--- config.mk ---
export PLATFORM = sky130hd
export DESIGN_NAME = seg_write_back_pipe
export DESIGN_NICKNAME = d
export VERILOG_FILES = /design/src/rtl/seg_write_back_pipe.sv
export SDC_FILE = /design/constraint.sdc
export NUM_CORES = 1
export LEC_CHECK = 0
export ABC_AREA = 1
export BUFFER_PORTS_ARGS = -buffer_cell sky130_fd_sc_hd__buf_2
export CORE_UTILIZATION = 34
export DETAILED_ROUTE_END_ITERATION = 6
export GPL_TIMING_DRIVEN = 1
export PLACE_DENSITY = 0.64
export SLEW_MARGIN = 20
export SYNTH_ARGS = -nofsm -noshare
export SYNTH_HDL_FRONTEND = slang
export SYNTH_SLANG_ARGS = --single-unit
export TNS_END_PERCENT = 20
--- constraint.sdc ---
create_clock -name i_clk -period 1.7 [get_ports i_clk]
set_input_delay 0.255 -clock i_clk [delete_from_list [all_inputs] [get_ports i_clk]]
set_output_delay 0.255 -clock i_clk [all_outputs]
set_load 0.1 [all_outputs]
--- src/rtl/seg_write_back_pipe.sv ---
// Write-back stage with a MEM/WB pipeline register. It selects the write-back source,
// extends sub-word loads, handles stall and flush, and counts retired instructions.
module seg_write_back_pipe #(
    parameter int LEN        = 32,
    parameter int NB_ADDR    = 5,
    parameter int NB_CTRL_WB = 3,
    parameter int NB_CNT     = 32
) (
    input  logic                  i_clk,
    input  logic                  i_reset,
    input  logic                  i_valid,
    input  logic                  i_stall,
    input  logic                  i_flush,
    input  logic [LEN-1:0]        i_read_data,
    input  logic [LEN-1:0]        i_ALU_result,
    input  logic [LEN-1:0]        i_pc_plus4,
    input  logic [NB_ADDR-1:0]    i_write_register,
    input  logic [NB_CTRL_WB-1:0] i_ctrl_wb_bus,
    input  logic [2:0]            i_load_type,
    input  logic [1:0]            i_addr_lsb,
    output logic                  o_RegWrite,
    output logic [LEN-1:0]        o_write_data,
    output logic [NB_ADDR-1:0]    o_write_register,
    output logic                  o_valid,
    output logic [NB_CNT-1:0]     o_retired_count
);

    typedef enum logic [2:0] {
        LD_WORD   = 3'b000,
        LD_BYTE_S = 3'b001,
        LD_BYTE_U = 3'b010,
        LD_HALF_S = 3'b011,
        LD_HALF_U = 3'b100
    } load_type_e;

    localparam logic [1:0] SEL_MEM  = 2'b01;
    localparam logic [1:0] SEL_LINK = 2'b10;

    logic [7:0]         byte_lane;
    logic [15:0]        half_lane;
    logic [LEN-1:0]     load_data;
    logic [LEN-1:0]     wb_data_d;

    logic               valid_q;
    logic               reg_write_q;
    logic [LEN-1:0]     data_q;
    logic [NB_ADDR-1:0] addr_q;
    logic [NB_CNT-1:0]  count_q;

    // NOTE: every signal assigned in always_comb gets a default first, so no path leaves it unassigned and no latch is inferred.
    always_comb begin
        byte_lane = i_read_data[7:0];
        case (i_addr_lsb)
            2'd1:    byte_lane = i_read_data[15:8];
            2'd2:    byte_lane = i_read_data[23:16];
            2'd3:    byte_lane = i_read_data[31:24];
            default: byte_lane = i_read_data[7:0];
        endcase
        half_lane = i_addr_lsb[1] ? i_read_data[31:16] : i_read_data[15:0];

        load_data = i_read_data;
        case (load_type_e'(i_load_type))
            LD_BYTE_S: load_data = {{(LEN-8){byte_lane[7]}}, byte_lane};
            LD_BYTE_U: load_data = {{(LEN-8){1'b0}}, byte_lane};
            LD_HALF_S: load_data = {{(LEN-16){half_lane[15]}}, half_lane};
            LD_HALF_U: load_data = {{(LEN-16){1'b0}}, half_lane};
            default:   load_data = i_read_data;
        endcase

        // MemtoReg 11 is unused by the decoder and falls back to the ALU result.
        wb_data_d = i_ALU_result;
        case (i_ctrl_wb_bus[1:0])
            SEL_MEM:  wb_data_d = load_data;
            SEL_LINK: wb_data_d = i_pc_plus4 + LEN'(4);
            default:  wb_data_d = i_ALU_result;
        endcase
    end

    // NOTE: state registers use non-blocking assignments so every flop samples the pre-edge values.
    always_ff @(posedge i_clk) begin
        if (i_reset) begin
            valid_q     <= 1'b0;
            reg_write_q <= 1'b0;
            data_q      <= '0;
            addr_q      <= '0;
            count_q     <= '0;
        end else if (i_flush) begin
            valid_q     <= 1'b0;
            reg_write_q <= 1'b0;
            data_q      <= '0;
            addr_q      <= '0;
        end else if (!i_stall) begin
            valid_q     <= i_valid;
            reg_write_q <= i_ctrl_wb_bus[NB_CTRL_WB-1];
            data_q      <= wb_data_d;
            addr_q      <= i_write_register;
            if (i_valid) begin
                count_q <= count_q + NB_CNT'(1);
            end
        end
    end

    // Register 0 is hard-wired to zero; its writes are dropped but the slot stays visible.
    assign o_RegWrite       = valid_q & reg_write_q & (addr_q != '0);
    assign o_write_data     = data_q;
    assign o_write_register = addr_q;
    assign o_valid          = valid_q;
    assign o_retired_count  = count_q;

endmodule

==> results of run 1 <==
## worst register-to-register path: cells and delay by family, from the launching register on
family | cells | cell delay (ps)
xor+xnor | 1 | 150
buf+inv | 1 | 80
flops | 1 | 350
simple gates | 7 | 900
## timing repair
item / in CTS / in global routing
gates resized for setup: 4 / 2
setup endpoints to repair: 1 / 4
pin swaps: 0 / 1
## flip-flops by register name, indices dropped and copies added (netlist names)
register / flops
o_retired_count: 32
o_write_data: 32
o_write_register: 5
o_valid: 1
reg_write_q: 1
## routing by layer
| metal | up-vias | wire length (um) | global-route usage |
|---|---|---|---|
| li1 | 3446 | - | - |
| met1 | 3030 | 9280 | 0.342 |
| met2 | 253 | 9480 | 0.416 |
| met3 | 33 | 1520 | 0.0626 |
| met4 | 0 | 473 | 0.0706 |
| met5 | - | 0 | 0 |
## kinds of logic after synthesis
logic type / Yosys count / synth area share
AO/OA/AOI/OAI: 177 / 0.173
XOR/XNOR: 12 / 0.0195
adder cells (fa/ha/maj): 4 / 0.00929
buffers and inverters: 120 / 0.0866
flip-flops: 71 / 0.264
AND/OR/NAND/NOR: 555 / 0.448
## final cells by class
cell class / instances / area share
Sequential cell: 71 / 0.209
Clock buffer: 10 / 0.0317
Tap cell: 211 / 0.0366
Timing Repair Buffer: 221 / 0.169
Antenna cell: 1 / 0.000347
Inverter: 87 / 0.0452
Clock inverter: 6 / 0.0184
Multi-Input combinational cell: 748 / 0.490
## report_power, final
group | switching [uW] | internal [uW]
sequential | 26.8 | 1680
clock | 711 | 1580
combinational | 921 | 378
total | 1660 | 3640
## cells in the mapped netlist (2+ instances only)
master and n:
sky130_fd_sc_hd__or2_0 6, sky130_fd_sc_hd__nand4_1 4, sky130_fd_sc_hd__o211ai_1 14, sky130_fd_sc_hd__nor2_2 5, sky130_fd_sc_hd__nand4_2 3, sky130_fd_sc_hd__inv_1 83
sky130_fd_sc_hd__nor3_1 13, sky130_fd_sc_hd__nand2_2 6, sky130_fd_sc_hd__xnor2_1 3, sky130_fd_sc_hd__nor2_4 4, sky130_fd_sc_hd__ha_1 4, sky130_fd_sc_hd__nand2_1 297
sky130_fd_sc_hd__or2_2 19, sky130_fd_sc_hd__inv_2 4, sky130_fd_sc_hd__clkbuf_1 26, sky130_fd_sc_hd__buf_2 4, sky130_fd_sc_hd__nor2_1 110, sky130_fd_sc_hd__nand3_1 77
sky130_fd_sc_hd__nand3_2 2, sky130_fd_sc_hd__o21ai_1 13, sky130_fd_sc_hd__nor3_2 2, sky130_fd_sc_hd__a21oi_1 93, sky130_fd_sc_hd__o21ai_0 54, sky130_fd_sc_hd__dfxtp_1 71
sky130_fd_sc_hd__xor2_1 9
## how the worst max path moves through the flow
| stage | start | end | slack (ps) | cells after the start |
|---|---|---|---|---|
| after floorplan | o_write_register[4] | o_RegWrite | -20 | 3 |
| after global placement | o_write_register[2] | o_RegWrite | 3 | 4 |
| after detailed placement | o_write_register[2] | o_RegWrite | -2 | 4 |
| after CTS | o_write_register[2] | o_RegWrite | -140 | 4 |
| after global routing | o_write_register[2] | o_RegWrite | -170 | 4 |
| final | o_write_register[2] | o_RegWrite | -110 | 4 |
## stage by stage
| stage | utilization | power [uW] | instances | TNS, ps |
|---|---|---|---|---|
| after detailed placement | 0.446 | 3030 | 1338 | -1.56 |
| after global routing | 0.471 | 5520 | 1354 | -193 |
| after CTS | 0.471 | 5340 | 1354 | -137 |
| after global placement | 0.446 | 3030 | 1338 | 0 |
| after floorplan | - | 2560 | 939 | -20.4 |
| final | 0.472 | 5300 | 1355 | -114 |
==> out/qor.csv, run 1 <==
stage,metric,value,unit
run_status,outcome,"finished, violations left",
run_status,failing checks,setup timing,
critical_path,maximum fanout along the worst path,2,
synthesis,gate count of the mapped netlist,939,
clock_tree,clock tree from TritonCTS,done,
floorplanning,die area,16400,um^2
synthesis,distinct cell type count of the synthesized netlist,38,
power,cell leakage power,0.00337,uW
worst_hold_path,hold wc startpoint,i_write_register[1],
route,number of DRC violations after detailed routing,0,
timing,post-layout worst setup margin,-114,ps
clock_tree,Sinks on Clock Net,71,
clock_tree,buffer cell driving the clock tree root,sky130_fd_sc_hd__clkbuf_16,
synthesis,average footprint of a synthesized cell,5.74,um^2
global_route,first-pass GRT wire length,32.6,mm
finish,fraction of final layout cells with drive strength greater than 1,0.283,
critical_path,source of the worst register-to-register timing path,o_retired_count[6],
route,post-detailed-route via-to-cell ratio,4.99,
global_route,number of antenna violations at the first check in global routing,1,
critical_path,cell with the biggest individual delay on the critical path,sky130_fd_sc_hd__or3_1,
timing,maximum clock skew at final layout,9.68,ps
placement,Final GP Congestion,1.01,
clock_tree,H-tree levels,3,
finish,flip-flop and latch area,1510,um^2
synthesis,most common flop cell mapped by yosys,sky130_fd_sc_hd__dfxtp_1,
floorplanning,top-level port count,185,
synthesis,summed instance area of the synthesized netlist,5390,um^2
clock_tree,number of buffers added to fix hold violations after cts,0,
clock_tree,number of post-CTS setup repair buffers,0,
critical_path,register-to-register setup slack,110,ps
route,aggregate routed wire length,20.8,mm
timing,RSZ-0062 raised after global routing,true,
clock_tree,maximum number of buffers from clock root to sink,2,
placement,Post-Place Cell Area,6830,um^2
synthesis,leading cell types by total area after synthesis,"sky130_fd_sc_hd__dfxtp_1 (26%), sky130_fd_sc_hd__nand2_1 (21%), sky130_fd_sc_hd__a21oi_1 (8.6%), sky130_fd_sc_hd__nor2_1 (7.7%), sky130_fd_sc_hd__nand3_1 (7.2%)",
clock_tree,post-CTS clock slew at the launch and capture registers of the worst setup and hold paths,60,ps
clock_tree,"Clk Latency, worst-skew pair",330,ps
finish,count of nets after finishing,1256,
worst_hold_path,Hold Crit Depth,3,
floorplanning,number of placement rows,45,
placement,final HPWL from detailed placement,16.9,mm
global_route,maximum number of pins on one net before global-route repair,35,
critical_path,CP Cell Sequence,or3_1 > o311ai_2 > inv_2 > buf_6,
route,via count of the routed design,6762,
critical_path,CP Data Arrival Time,1560,ps
timing,minimum clock period,1810,ps
timing,relative max-transition margin,0.647,
floorplanning,starting utilization of the core area,0.352,
worst_hold_path,end of the worst hold path,o_write_register[1],
run,MaxCap Viol Count,0,
floorplanning,width of the die,128,um
critical_path,R2R depth,9,
synthesis,library cell occupying the most area in the post-synthesis netlist,sky130_fd_sc_hd__dfxtp_1,
global_route,vias in the first global route,6207,
power,power per cell area,734,nW/um^2
critical_path,Critical Path RT,1440,ps
finish,area of the multi-input gates,3540,um^2
finish,"leading cell type in the layout, fill and taps excluded",sky130_fd_sc_hd__nand2_1,
finish,Post-Layout Inst Area,7220,um^2
synthesis,synthesis-stage register bit count,71,
timing,period utilisation layout,1.07,
critical_path,cell type group with the largest total delay on the critical path,simple AND/OR/NAND/NOR gates,
finish,highest-count cells in the layout ignoring fill and taps,"sky130_fd_sc_hd__nand2_1 (297), sky130_fd_sc_hd__buf_2 (183), sky130_fd_sc_hd__nor2_1 (109)",
placement,Buffers on Ports,184,
timing,transition time at the pin with the least slew margin,533,ps
synthesis,share of synthesized flip-flops with an asynchronous set or reset,0,
timing,final worst hold slack,173,ps
worst_hold_path,path class of the lowest-slack min-delay path,in2reg,
power,maximum vdd ir drop,0.000510,V
floorplanning,area of the core,15300,um^2
timing,Final Hold Viols,0,
critical_path,WS Path Type,reg2out,
synthesis,fraction of synthesized cell area taken by the top area cell type,0.264,
route,routed wirelength normalized by instance count,15.3,um
floorplanning,die height,128,um
timing,final number of setup-violating endpoints,1,
synthesis,net count after synthesis,1057,
route,DRC marker count from the first detailed-route iteration,464,
critical_path,crit path capture type,primary output,
synthesis,sequential area share after synthesis,0.264,
timing,maximum clock rate,0.551,GHz
global_route,gr ovfl total,0,
timing,number of pins with negative max-slew slack in the final report,0,
critical_path,biggest cell delay along the critical path,400,ps
route,first drt pass iteration count,7,
critical_path,nature of the critical path startpoint,flop,
critical_path,number of buffer and inverter instances along the worst setup path,2,
finish,Area growth syn-to-layout,34.0,%
clock_tree,cts bufs inserted,9,
synthesis,Ys Warns,0,
synthesis,count of flip-flops with a built-in enable after synthesis,0,
route,antenna-violating nets left,0,
finish,filler instances,1691,
critical_path,endpoint of the worst register-to-register path,o_retired_count[22],
placement,Worst Setup Slack post-DPL,-1.56,ps
global_route,overall global routing resource usage,0.258,
(Power assumes the default switching activity.)
==> run 2: changes to the inputs <==
CORE_UTILIZATION = 30   (was 34)
CTS_BUF_LIST = sky130_fd_sc_hd__clkbuf_16   (was default)
PLACE_DENSITY = 0.58   (was 0.64)
==> out/qor.csv, run 2 (synthesis results as in run 1) <==
stage,metric,value,unit
route,Met3 Wirelength,1.58,mm
critical_path,register-to-register setup slack,120,ps
clock_tree,number of post-CTS setup repair buffers,0,
critical_path,crit path capture type,primary output,
timing,minimum clock period,1790,ps
run_status,outcome,"finished, violations left",
critical_path,nature of the critical path startpoint,flop,
timing,final number of setup-violating endpoints,1,
global_route,maximum number of pins on one net before global-route repair,45,
clock_tree,clock tree from TritonCTS,done,
critical_path,maximum fanout along the worst path,2,
placement,Post-Place Cell Area,6990,um^2
route,metal2 WL,9.65,mm
clock_tree,Sinks on Clock Net,71,
timing,number of pins with negative max-slew slack in the final report,0,
critical_path,Critical Path RT,1440,ps
power,Power Total,5070,uW
timing,period utilisation layout,1.05,
timing,Final Hold Viols,0,
route,Highest Signal Layer,met5,
route,routed length on met1,10.1,mm
placement,final HPWL from detailed placement,17.6,mm
route,routed wirelength normalized by instance count,15.7,um
clock_tree,maximum number of buffers from clock root to sink,2,
floorplanning,starting utilization of the core area,0.309,
finish,"leading cell type in the layout, fill and taps excluded",sky130_fd_sc_hd__nand2_1,
power,cell leakage power,0.00343,uW
route,post-detailed-route via-to-cell ratio,4.90,
power,Combinational Power Share,0.264,
critical_path,source of the worst register-to-register timing path,o_retired_count[5],
placement,count of placed standard cells including taps,1368,
clock_tree,H-tree levels,3,
run_status,failing checks,setup timing,
floorplanning,die height,136,um
timing,transition time at the pin with the least slew margin,562,ps
global_route,number of antenna violations at the first check in global routing,2,
finish,Post-Layout Inst Area,7350,um^2
floorplanning,top-level port count,185,
floorplanning,number of placement rows,48,
power,Internal,3360,uW
power,power per cell area,689,nW/um^2
critical_path,R2R depth,10,
finish,filler instances,1931,
worst_hold_path,Hold Crit Depth,3,
timing,maximum clock rate,0.558,GHz
worst_hold_path,end of the worst hold path,o_write_register[0],
power,part of the power in registers,0.338,
power,clock share of power,0.398,
route,aggregate routed wire length,21.8,mm
clock_tree,post-CTS clock slew at the launch and capture registers of the worst setup and hold paths,60,ps
power,Switching Power,1710,uW
route,via count of the routed design,6785,
floorplanning,width of the die,136,um
finish,highest-count cells in the layout ignoring fill and taps,"sky130_fd_sc_hd__nand2_1 (297), sky130_fd_sc_hd__buf_2 (183), sky130_fd_sc_hd__nor2_1 (109)",
critical_path,WS Path Type,reg2out,
placement,Worst Setup Slack post-DPL,-46.5,ps
timing,maximum clock skew at final layout,9.52,ps
placement,Buffers on Ports,184,
route,antenna-violating nets left,0,
critical_path,endpoint of the worst register-to-register path,o_retired_count[22],
worst_hold_path,path class of the lowest-slack min-delay path,in2reg,
worst_hold_path,hold wc startpoint,i_write_register[0],
global_route,gr ovfl total,0,
clock_tree,"Clk Latency, worst-skew pair",340,ps
global_route,overall global routing resource usage,0.241,
critical_path,CP Data Arrival Time,1540,ps
finish,count of nets after finishing,1271,
placement,Final GP Congestion,0.957,
finish,Area growth syn-to-layout,36.5,%
route,DRC marker count from the first detailed-route iteration,505,
finish,fraction of final layout cells with drive strength greater than 1,0.294,
finish,final instance count without filler cells,1385,
route,first drt pass iteration count,5,
floorplanning,die area,18500,um^2
route,number of DRC violations after detailed routing,0,
floorplanning,area of the core,17400,um^2
timing,RSZ-0062 raised after global routing,true,
power,maximum vdd ir drop,0.000499,V
global_route,first-pass GRT wire length,34.3,mm
timing,relative max-transition margin,0.625,
clock_tree,number of buffers added to fix hold violations after cts,0,
critical_path,cell with the biggest individual delay on the critical path,sky130_fd_sc_hd__or3_4,
critical_path,biggest cell delay along the critical path,400,ps
timing,post-layout worst setup margin,-91.7,ps
clock_tree,buffer cell driving the clock tree root,sky130_fd_sc_hd__clkbuf_16,
run,MaxCap Viol Count,0,
timing,final worst hold slack,163,ps
power,share of total power consumed by net switching,0.338,
clock_tree,cts bufs inserted,9,
critical_path,CP Cell Sequence,or3_4 > o311ai_4 > inv_2 > buf_12,
global_route,vias in the first global route,6372,
[run 2: how the worst max path moves through the flow]
stage	to	slack, ps	cells after the start	start
after floorplan	o_RegWrite	-20	3	o_write_register[4]
after global placement	o_RegWrite	-30	5	o_write_register[2]
after detailed placement	o_RegWrite	-50	5	o_write_register[2]
after CTS	o_RegWrite	-140	4	o_write_register[2]
after global routing	o_RegWrite	-140	4	o_write_register[2]
final	o_RegWrite	-90	4	o_write_register[2]
[run 2: per-layer routing]
layer / vias up / global-route usage
met5: - / 0
met4: 2 / 0.0685
met3: 28 / 0.0556
met2: 237 / 0.376
met1: 3052 / 0.327
li1: 3466 / -
[run 2: critical path: cells and delay by family (launching register included)]
kind / cells / cell delay [ps]
simple gates: 1 / 400
compound gates: 1 / 230
buf+inv: 2 / 240
flops: 1 / 340
[run 2: stage by stage]
stage	util	setup TNS [ps]
detailed placement	0.402	-46.5
finish	0.422	-91.7
global placement	0.402	-27.7
CTS	0.421	-144
global route	0.422	-136
floorplan	-	-20.4
[run 2: timing repair]
action                     in CTS  in global routing
setup endpoints to repair       1                  4
pin swaps                       1                  1
resized for setup               7                  3
[run 2: final cells by class]
cell class	instances	area [um^2]	share of cell area
Sequential cell	71	1510	0.205
Multi-Input combinational cell	748	3550	0.483
Antenna cell	2	5.00	0.000681
Inverter	87	327	0.0444
Timing Repair Buffer	236	1360	0.186
Clock buffer	9	225	0.0306
Tap cell	225	282	0.0383
Clock inverter	7	87.6	0.0119
[run 2: power groups by stage]
stage               logic, uW  registers, uW  clock network [uW]
floorplan                 515           2040                   0
global placement         1330           1750                   0
detailed placement       1330           1740                   0
CTS                      1340           1710                2070
global route             1450           1720                2130
finish                   1340           1710                2020
==> run 3: changes to the inputs <==
TNS_END_PERCENT = default   (was 20)
==> out/qor.csv, run 3 (synthesis results as in run 1) <==
stage,metric,value,unit
run_status,outcome,"finished, violations left",
run_status,failing checks,setup timing,
route,antenna-violating nets left,0,
power,cell leakage power,0.00334,uW
route,first drt pass iteration count,5,
floorplanning,top-level port count,185,
clock_tree,maximum number of buffers from clock root to sink,2,
finish,highest-count cells in the layout ignoring fill and taps,"sky130_fd_sc_hd__nand2_1 (296), sky130_fd_sc_hd__buf_2 (183), sky130_fd_sc_hd__nor2_1 (109)",
global_route,first-pass GRT wire length,33.3,mm
route,routed wirelength normalized by instance count,15.6,um
timing,aggregate negative setup slack,-106,ps
critical_path,CP Data Arrival Time,1550,ps
run,MaxCap Viol Count,0,
clock_tree,cts bufs inserted,9,
critical_path,biggest cell delay along the critical path,400,ps
clock_tree,"Clk Latency, worst-skew pair",330,ps
clock_tree,Sinks on Clock Net,71,
placement,Buffers on Ports,184,
route,via count of the routed design,6705,
critical_path,cell with the biggest individual delay on the critical path,sky130_fd_sc_hd__or3_4,
critical_path,number of buffer and inverter instances along the worst setup path,2,
critical_path,R2R depth,10,
finish,core utilization of the finished layout,0.415,
timing,Final Hold Viols,0,
route,aggregate routed wire length,21.4,mm
timing,final number of setup-violating endpoints,1,
timing,minimum clock period,1810,ps
floorplanning,die area,18500,um^2
floorplanning,starting utilization of the core area,0.309,
placement,Post-Place Cell Area,6890,um^2
floorplanning,area of the core,17400,um^2
clock_tree,number of buffers added to fix hold violations after cts,0,
power,maximum vdd ir drop,0.000506,V
finish,Post-Layout Inst Area,7230,um^2
route,DRC marker count from the first detailed-route iteration,484,
worst_hold_path,path class of the lowest-slack min-delay path,in2reg,
critical_path,CP Cell Sequence,or3_4 > o311ai_4 > inv_2 > buf_8,
route,post-detailed-route via-to-cell ratio,4.89,
finish,count of nets after finishing,1257,
clock_tree,post-CTS clock slew at the launch and capture registers of the worst setup and hold paths,50,ps
global_route,vias in the first global route,6235,
timing,maximum clock skew at final layout,8.26,ps
critical_path,cell type group with the largest total delay on the critical path,simple AND/OR/NAND/NOR gates,
timing,RSZ-0062 raised after global routing,true,
critical_path,Critical Path RT,1440,ps
floorplanning,number of placement rows,48,
route,number of DRC violations after detailed routing,0,
critical_path,maximum fanout along the worst path,3,
clock_tree,clock tree from TritonCTS,done,
global_route,overall global routing resource usage,0.236,
timing,post-layout worst setup margin,-106,ps
power,power per cell area,677,nW/um^2
timing,period utilisation layout,1.06,
global_route,number of antenna violations at the first check in global routing,2,
global_route,maximum number of pins on one net before global-route repair,34,
timing,transition time at the pin with the least slew margin,555,ps
timing,final worst hold slack,170,ps
clock_tree,buffer cell driving the clock tree root,sky130_fd_sc_hd__clkbuf_16,
floorplanning,width of the die,136,um
timing,number of pins with negative max-slew slack in the final report,0,
placement,Final GP Congestion,0.939,
timing,maximum clock rate,0.554,GHz
placement,final HPWL from detailed placement,17.4,mm
timing,relative max-transition margin,0.630,
finish,"leading cell type in the layout, fill and taps excluded",sky130_fd_sc_hd__nand2_1,
finish,fraction of final layout cells with drive strength greater than 1,0.288,
critical_path,crit path capture type,primary output,
finish,Area growth syn-to-layout,34.3,%
critical_path,WP depth,4,
critical_path,WS Path Type,reg2out,
floorplanning,die height,136,um
clock_tree,H-tree levels,3,
critical_path,nature of the critical path startpoint,flop,
worst_hold_path,Hold Crit Depth,3,
global_route,gr ovfl total,0,
run 3: layout make-up:
class | count | area, um^2
fill | 1944 | 10200
multi-input combinational | 748 | 3550
sequential | 71 | 1510
timing repair buffer | 222 | 1270
inverter | 87 | 327
tap | 225 | 282
clock buffer | 9 | 225
clock inverter | 7 | 71.3
antenna | 1 | 2.50
run 3: metrics by stage:
step | std cells | power (uW) | setup WS (ps)
finish | 1370 | 4900 | -106
global route | 1369 | 5150 | -180
CTS | 1368 | 4940 | -124
detailed placement | 1352 | 3050 | -129
global placement | 1352 | 3050 | -103
floorplan | 939 | 2550 | 6.03
run 3: path summary, 6_finish.rpt:
check	start	to	slack, ps
worst min register to register	o_retired_count[28]	o_retired_count[28]	480
worst max-delay path	o_write_register[2]	o_RegWrite	-110
worst max register to register	o_retired_count[6]	o_retired_count[22]	130
worst min-delay path	i_write_register[0]	o_write_register[0]	170
run 3: repair_timing:
item / CTS / global route
pin swaps: 0 / 2
cloned: 0 / 0
gates resized for setup: 6 / 2
setup buffers: 0 / 1
setup endpoints to repair: 1 / 12
run 3: tightest hold or removal path, stage by stage:
cell and delay (ps):
sky130_fd_sc_hd__buf_2 100, sky130_fd_sc_hd__nand2_1 50, sky130_fd_sc_hd__a21oi_1 50
run 3: per-layer routing:
| metal | up-vias | part of all wire | global-route usage |
|---|---|---|---|
| met2 | 245 | 0.45 | 0.374 |
| met1 | 2971 | 0.46 | 0.312 |
| met3 | 31 | 0.078 | 0.0630 |
| li1 | 3456 | - | - |
| met4 | 2 | 0.020 | 0.0648 |
| met5 | - | 0.00061 | 0 |
run 3: power breakdown:
group / total (uW) / internal, uW / switching (uW)
Clock: 1870 / 1130 / 736
Sequential: 1710 / 1680 / 28.5
Combinational: 1320 / 387 / 930
Total: 4900 / 3200 / 1690
